**config.mk**
```make
export PLATFORM = sky130hd
export DESIGN_NAME = alu_op_decoder
export DESIGN_NICKNAME = d
export VERILOG_FILES = /design/src/rtl/alu_op_decoder.sv
export SDC_FILE = /design/constraint.sdc
export NUM_CORES = 1
export LEC_CHECK = 0
export BUFFER_PORTS_ARGS = -buffer_cell sky130_fd_sc_hd__buf_2
export CAP_MARGIN = 20
export CORE_UTILIZATION = 52
export DETAILED_ROUTE_END_ITERATION = 8
export GPL_TIMING_DRIVEN = 0
export PLACE_DENSITY_LB_ADDON = 0.15
export SLEW_MARGIN = 5
export SYNTH_ARGS = -nofsm -noshare
export SYNTH_HDL_FRONTEND = slang
export SYNTH_SLANG_ARGS = --single-unit
```
**constraint.sdc**
```tcl
create_clock -name clk -period 1.82 [get_ports clk]
set_clock_uncertainty 0.1 [all_clocks]
set_input_delay 0.364 -clock clk [delete_from_list [all_inputs] [get_ports clk]]
set_output_delay 0.364 -clock clk [all_outputs]
set_load 0.01 [all_outputs]
```
**src/rtl/alu_op_decoder.sv**
```systemverilog
// rtl/alu_op_decoder.sv - RV32I word to {ALUOp, FuncCode} decoder with a DEPTH-entry output FIFO
// Optional pop statistics counters are enabled by defining DECODE_STATS_EN.
module alu_op_decoder #(
  parameter int DEPTH = 2,
  parameter int CNT_W = 16
) (
  input  logic        clk,
  input  logic        reset,
  input  logic        flush,
  input  logic        in_valid,
  output logic        in_ready,
  input  logic [31:0] in_instr,
  output logic        out_valid,
  input  logic        out_ready,
  output logic [1:0]  out_alu_op,
  output logic [9:0]  out_func_code,
  output logic [4:0]  out_rd,
  output logic        out_illegal
`ifdef DECODE_STATS_EN
  ,
  output logic [CNT_W-1:0] stat_r,
  output logic [CNT_W-1:0] stat_i,
  output logic [CNT_W-1:0] stat_mem_u,
  output logic [CNT_W-1:0] stat_illegal
`endif
);

  localparam int AW = (DEPTH > 1) ? $clog2(DEPTH) : 1;
  localparam int CW = $clog2(DEPTH + 1);

  if ((DEPTH < 2) || ((DEPTH & (DEPTH - 1)) != 0) || (CNT_W < 1)) begin : g_bad_params
    $error("alu_op_decoder: DEPTH must be a power of two >= 2 and CNT_W >= 1");
  end

  typedef struct packed {
    logic [1:0] alu_op;
    logic [9:0] func;
    logic [4:0] rd;
    logic       illegal;
  } entry_t;

  entry_t          mem [DEPTH];
  entry_t          dec;
  entry_t          head;
  logic [AW-1:0]   wr_ptr;
  logic [AW-1:0]   rd_ptr;
  logic [CW-1:0]   count;
  logic            push;
  logic            pop;
  logic            unused_instr_bits;

  assign unused_instr_bits = ^in_instr[24:15];

  always_comb begin
    dec.alu_op  = 2'b11;
    dec.func    = 10'h3FF;
    dec.rd      = in_instr[11:7];
    dec.illegal = 1'b1;
    case (in_instr[6:0])
      7'b0110011: begin
        dec.alu_op  = 2'b10;
        dec.func    = {in_instr[31:25], in_instr[14:12]};
        dec.illegal = 1'b0;
      end
      7'b0010011: begin
        // Only the shift-right pair uses funct7 to tell SRLI from SRAI.
        dec.alu_op  = 2'b01;
        dec.func    = (in_instr[14:12] == 3'b101) ? {in_instr[31:25], in_instr[14:12]}
                                                  : {7'b0, in_instr[14:12]};
        dec.illegal = 1'b0;
      end
      7'b0000011, 7'b0100011, 7'b0110111, 7'b0010111: begin
        dec.alu_op  = 2'b00;
        dec.func    = 10'h000;
        dec.illegal = 1'b0;
      end
      default: ;
    endcase
  end

  assign in_ready  = (count != CW'(DEPTH));
  assign out_valid = (count != '0);
  assign push      = in_valid && in_ready;
  assign pop       = out_valid && out_ready;
  assign head      = mem[rd_ptr];

  assign out_alu_op    = out_valid ? head.alu_op  : 2'b00;
  assign out_func_code = out_valid ? head.func    : 10'h000;
  assign out_rd        = out_valid ? head.rd      : 5'd0;
  assign out_illegal   = out_valid ? head.illegal : 1'b0;

  always_ff @(posedge clk or posedge reset) begin
    if (reset) begin
      wr_ptr <= '0;
      rd_ptr <= '0;
      count  <= '0;
      for (int i = 0; i < DEPTH; i++) mem[i] <= '0;
    end else if (flush) begin
      wr_ptr <= '0;
      rd_ptr <= '0;
      count  <= '0;
    end else begin
      if (push) begin
        mem[wr_ptr] <= dec;
        wr_ptr      <= wr_ptr + AW'(1);
      end
      if (pop) rd_ptr <= rd_ptr + AW'(1);
      if (push && !pop)      count <= count + CW'(1);
      else if (!push && pop) count <= count - CW'(1);
    end
  end

`ifdef DECODE_STATS_EN
  function automatic logic [CNT_W-1:0] sat_inc(input logic [CNT_W-1:0] v);
    return (v == '1) ? v : v + CNT_W'(1);
  endfunction

  // A pop dropped by flush is not counted; flush leaves the counters alone.
  always_ff @(posedge clk or posedge reset) begin
    if (reset) begin
      stat_r       <= '0;
      stat_i       <= '0;
      stat_mem_u   <= '0;
      stat_illegal <= '0;
    end else if (pop && !flush) begin
      if (head.illegal)                stat_illegal <= sat_inc(stat_illegal);
      else if (head.alu_op == 2'b10)   stat_r       <= sat_inc(stat_r);
      else if (head.alu_op == 2'b01)   stat_i       <= sat_inc(stat_i);
      else                             stat_mem_u   <= sat_inc(stat_mem_u);
    end
  end
`endif

endmodule

```
==> results.txt <==
* Largest voltage drop on the vdd net: 0.494 mV
- The internal portion of the total power is 1.72 mW.
- The longest clock path from root to sink contains 2 buffers.
- Slew headroom: 44.0%
- For this run, the slowest stage of the critical path takes 0.37 ns.
* Worst hold slack after final layout: 0.125 ns
- Registers are responsible for 44.9% of the overall power.
* Residual antenna-violating net count after detailed routing: 0
* Initial Util: 56.0%
- Placed Area: 2410 µm²
- Summed over all nets, the switching power comes to 667 µW.
- After synthesis, flip-flops and latches occupy 47.1% of the total area.
* Number of top-level design ports: 57
* Wire length of the first global-routing pass: 7530 µm
- The core region is 3800 µm².
- At the pin with the least slew margin, the transition time is 0.839 ns.
- TritonCTS clock tree: built
- Maximum achievable frequency: 541 MHz
- Count of endpoints failing setup in the final report: 8
- Post-place setup slack: -0.217 ns
- Slowest cell on the critical path: sky130_fd_sc_hd__dfrtp_1
- Vias in the first global route: 1597
* Critical Path Start: rd_ptr$_DFFE_PP0P_
- In this run the tool buffered the top-level ports with 44 buffer cells.
- Dividing the detail-routed wire length by the instance count gives 16.4 µm.
* Flip-flop and latch count after synthesis: 40
- The worst register-to-register path ends at mem[17]$_DFFE_PP0P_.
* CTS clock-pin slew for the worst setup and hold paths: 0.09 ns
- Cell-by-cell listing of the critical path: buf_8 > buf_12 > mux2i_2 > nor2_1 > buf_2
* Footprint of the multi-input gates: 1020 µm²
- Overall die height: 65.9 µm
- The first detailed-routing pass took 4 iterations.
- Largest net degree at the start of global routing: 41
- Netlist area before placement: 2130 µm²
- Antenna fix cells: 0
- Fill count: 279
* Share of the clock period used by the worst path: 102%
- Die Area: 4350 µm²
- Iteration-0 DRC count of the detailed router: 81
* Worst reg2reg startpoint: count[1]$_DFFE_PP0P_
- The number of cells on the worst reg-to-reg path is 6.
* Post-Synthesis Cells: 193
- Count of synthesis-stage warnings from yosys: 0
- Final worst-path setup slack: -0.0296 ns
- Arrival time worst endpoint: 1.39 ns
* Flop-to-flop setup slack: 0.05 ns
* Worst-Skew Late Latency: 0.29 ns
- Largest fanout of any net on the critical path: 10
- Detailed placement ended at an HPWL of 3170 µm.
* Run status: finished with violations
- By startpoint and endpoint, the worst setup path is classified as reg -> out.
- Number of clock sinks seen by CTS: 40
* Required time worst endpoint: 1.36 ns
- Combinational logic burns 24.0% of the power.
- DR vias: 1809
- The final layout contains 297 nets.
- RSZ-0062 raised after global routing: true
* Area Growth Syn to Fin: 31.2%
- GRT Util Overall: 23.4%
- The checks that failed: setup timing.
- Worst hold path type: in -> async
- Site Rows: 22
- The final hold violation count came to 0.
- Synthesis produced a netlist with a net count of 230.
- CTS root buf: sky130_fd_sc_hd__clkbuf_8
* Number of DRC violations after detailed routing: 0
* Chip width: 65.9 µm
- Period minus WS final: 1.85 ns
- Across the run, the number of max-cap violations was 0.
- Relative contribution of the clock network to total power: 31.1%
- CTS buffer count: 5
* Post-synthesis cell type count: 33
- PwrDens: 858 nW/µm²
- Number of antenna violations at the first check in global routing: 0
* Fraction of power spent switching nets: 27.9%
- The analysis attributes to cell leakage a power of 1.15 nW.
* Non-Filler Cell Area, Final: 2790 µm²
- Avg Synthesized Cell Area: 11.0 µm²
- Level count of the clock H-tree: 2
- The post-route netlist has 44.1% of its cells at a drive strength greater than 1.
- WL final: 5070 µm
- Across the whole layout, storage elements account for 1000 µm².
- Kind of end point of the critical path: primary output
* Avg Vias per Cell: 5.85
* Overflow left after global routing: 0
- Startpoint types: flop
- At the end of routability-driven placement, the weighted congestion stood at 0.723.
- Count of pins over their slew limit: 0
-- flip-flops by register name, indices dropped and copies added, names as in the netlist --
name	flops
mem	36
count	2
rd_ptr	1
wr_ptr	1
-- worst max path at each step --
| stage | to | slack, ns | cells past startpoint |
|---|---|---|---|
| floorplan | mem[17]$_DFFE_PP0P_ | 0.22 | 4 |
| global placement | out_rd[2] | -0.18 | 5 |
| detailed placement | out_rd[3] | -0.22 | 5 |
| CTS | mem[17]$_DFFE_PP0P_ | -0.04 | 5 |
| global route | out_rd[3] | -0.08 | 5 |
| finish | out_rd[3] | -0.03 | 5 |
-- repair_timing --
item / in CTS / in global routing
buffers inserted: 11 / 4
hold buffers: 0 / 0
cloned: 0 / 2
pin swaps: 1 / 4
endpoints found under the setup margin: 20 / 23
gates resized for setup: 14 / 9
-- per-stage QoR --
| step | cells | power (mW) | util (%) | setup TNS, ns |
|---|---|---|---|---|
| after floorplan | 193 | 1.39 | - | 0 |
| after global placement | 285 | 1.53 | 63.3 | -6.64 |
| after detailed placement | 285 | 1.55 | 63.3 | -2.39 |
| after CTS | 303 | 2.33 | 70.2 | -0.144 |
| after global routing | 309 | 2.50 | 73.4 | -0.883 |
| final | 309 | 2.39 | 73.4 | -0.116 |
-- area by class of cell --
type	count	share of cell area [%]
well taps	48	2.15
inverters	4	0.628
clock buffers	5	2.47
flip-flops and latches	40	35.9
plain buffers	16	5.02
clock inverters	3	1.70
multi-input cells	132	36.7
repair buffers	61	15.4
-- layer usage --
layer	GRT usage [%]	wire (µm)
met1	33.3	2320
met4	8.24	98
met5	0	0
met2	35.8	2390
met3	4.31	259
-- synth_stat cells --
cell type,count,area [µm²]
sky130_fd_sc_hd__nand2_1,1,3.75
sky130_fd_sc_hd__buf_6,1,11.3
sky130_fd_sc_hd__mux2_2,16,180
sky130_fd_sc_hd__buf_1,1,3.75
sky130_fd_sc_hd__buf_4,3,22.5
sky130_fd_sc_hd__mux2_4,4,60.1
sky130_fd_sc_hd__a22oi_1,1,7.51
sky130_fd_sc_hd__inv_2,2,7.51
sky130_fd_sc_hd__and4bb_2,1,12.5
sky130_fd_sc_hd__nor3_4,2,32.5
sky130_fd_sc_hd__buf_2,7,35.0
sky130_fd_sc_hd__and2_1,2,12.5
sky130_fd_sc_hd__o2111ai_1,7,61.3
sky130_fd_sc_hd__o21ai_0,3,15.0
sky130_fd_sc_hd__mux2i_1,18,180
sky130_fd_sc_hd__a21oi_1,5,25.0
sky130_fd_sc_hd__inv_1,2,7.51
sky130_fd_sc_hd__nand3_1,6,30.0
sky130_fd_sc_hd__buf_8,1,15.0
sky130_fd_sc_hd__nor2b_4,1,13.8
sky130_fd_sc_hd__clkbuf_1,4,15.0
sky130_fd_sc_hd__nand2b_1,1,6.26
sky130_fd_sc_hd__nor2_1,21,78.8
sky130_fd_sc_hd__dfrtp_1,40,1000
sky130_fd_sc_hd__nor2b_1,2,12.5
sky130_fd_sc_hd__a31oi_1,30,188
sky130_fd_sc_hd__nand2b_2,1,8.76
sky130_fd_sc_hd__or3b_2,1,8.76
sky130_fd_sc_hd__nor3b_1,1,7.51
sky130_fd_sc_hd__nand3b_1,5,37.5
sky130_fd_sc_hd__xor2_1,1,8.76
sky130_fd_sc_hd__and3b_1,1,8.76
sky130_fd_sc_hd__a21o_1,1,7.51
-- power by group through the flow --
| stage | combinational, mW | clock (mW) | sequential, mW |
|---|---|---|---|
| after global placement | 0.456 | 0 | 1.08 |
| final | 0.574 | 0.744 | 1.07 |
| after CTS | 0.524 | 0.743 | 1.06 |
| after global routing | 0.620 | 0.791 | 1.09 |
| after detailed placement | 0.467 | 0 | 1.08 |
| after floorplan | 0.326 | 0 | 1.06 |
-- cells by family (layout without fill, tap and decap cells) --
| family | count (synthesis) | in the layout | synth area share [%] |
|---|---|---|---|
| flip-flops | 40 | 40 | 47.1 |
| buffers and inverters | 21 | 89 | 5.53 |
| AO/OA/AOI/OAI | 47 | 47 | 14.3 |
| multiplexers | 38 | 38 | 19.8 |
| XOR/XNOR | 1 | 1 | 0.412 |
| AND/OR/NAND/NOR | 46 | 46 | 12.9 |
-- critical path: cells and delay by family (launching register included) --
kind	cells	cell delay, ns
buf+inv	3	0.43
flops	1	0.37
mux	1	0.23
simple gates	1	0.06
-- cells in the final DEF (no fill, tap or decap), types with 2 or more instances in the layout --
| cell type | Yosys | final |
|---|---|---|
| sky130_fd_sc_hd__inv_2 | 2 | 3 |
| sky130_fd_sc_hd__buf_4 | 3 | 14 |
| sky130_fd_sc_hd__buf_6 | 1 | 4 |
| sky130_fd_sc_hd__clkinv_4 | 0 | 2 |
| sky130_fd_sc_hd__mux2i_2 | 0 | 2 |
| sky130_fd_sc_hd__clkbuf_8 | 0 | 5 |
| sky130_fd_sc_hd__nor2_1 | 21 | 20 |
| sky130_fd_sc_hd__buf_12 | 0 | 4 |
| sky130_fd_sc_hd__clkbuf_1 | 4 | 4 |
| sky130_fd_sc_hd__a21oi_1 | 5 | 5 |
| sky130_fd_sc_hd__o21ai_0 | 3 | 3 |
| sky130_fd_sc_hd__clkbuf_16 | 0 | 2 |
| sky130_fd_sc_hd__dfrtp_1 | 40 | 39 |
| sky130_fd_sc_hd__nand3_1 | 6 | 6 |
| sky130_fd_sc_hd__buf_8 | 1 | 3 |
| sky130_fd_sc_hd__mux2i_1 | 18 | 16 |
| sky130_fd_sc_hd__and2_1 | 2 | 2 |
| sky130_fd_sc_hd__mux2_4 | 4 | 4 |
| sky130_fd_sc_hd__nand3b_1 | 5 | 5 |
| sky130_fd_sc_hd__a31oi_1 | 30 | 30 |
| sky130_fd_sc_hd__nor2b_1 | 2 | 2 |
| sky130_fd_sc_hd__nor3_4 | 2 | 2 |
| sky130_fd_sc_hd__o2111ai_1 | 7 | 7 |
| sky130_fd_sc_hd__buf_2 | 7 | 46 |
| sky130_fd_sc_hd__mux2_2 | 16 | 16 |
Note: power is estimated with default switching activity, not from simulation.
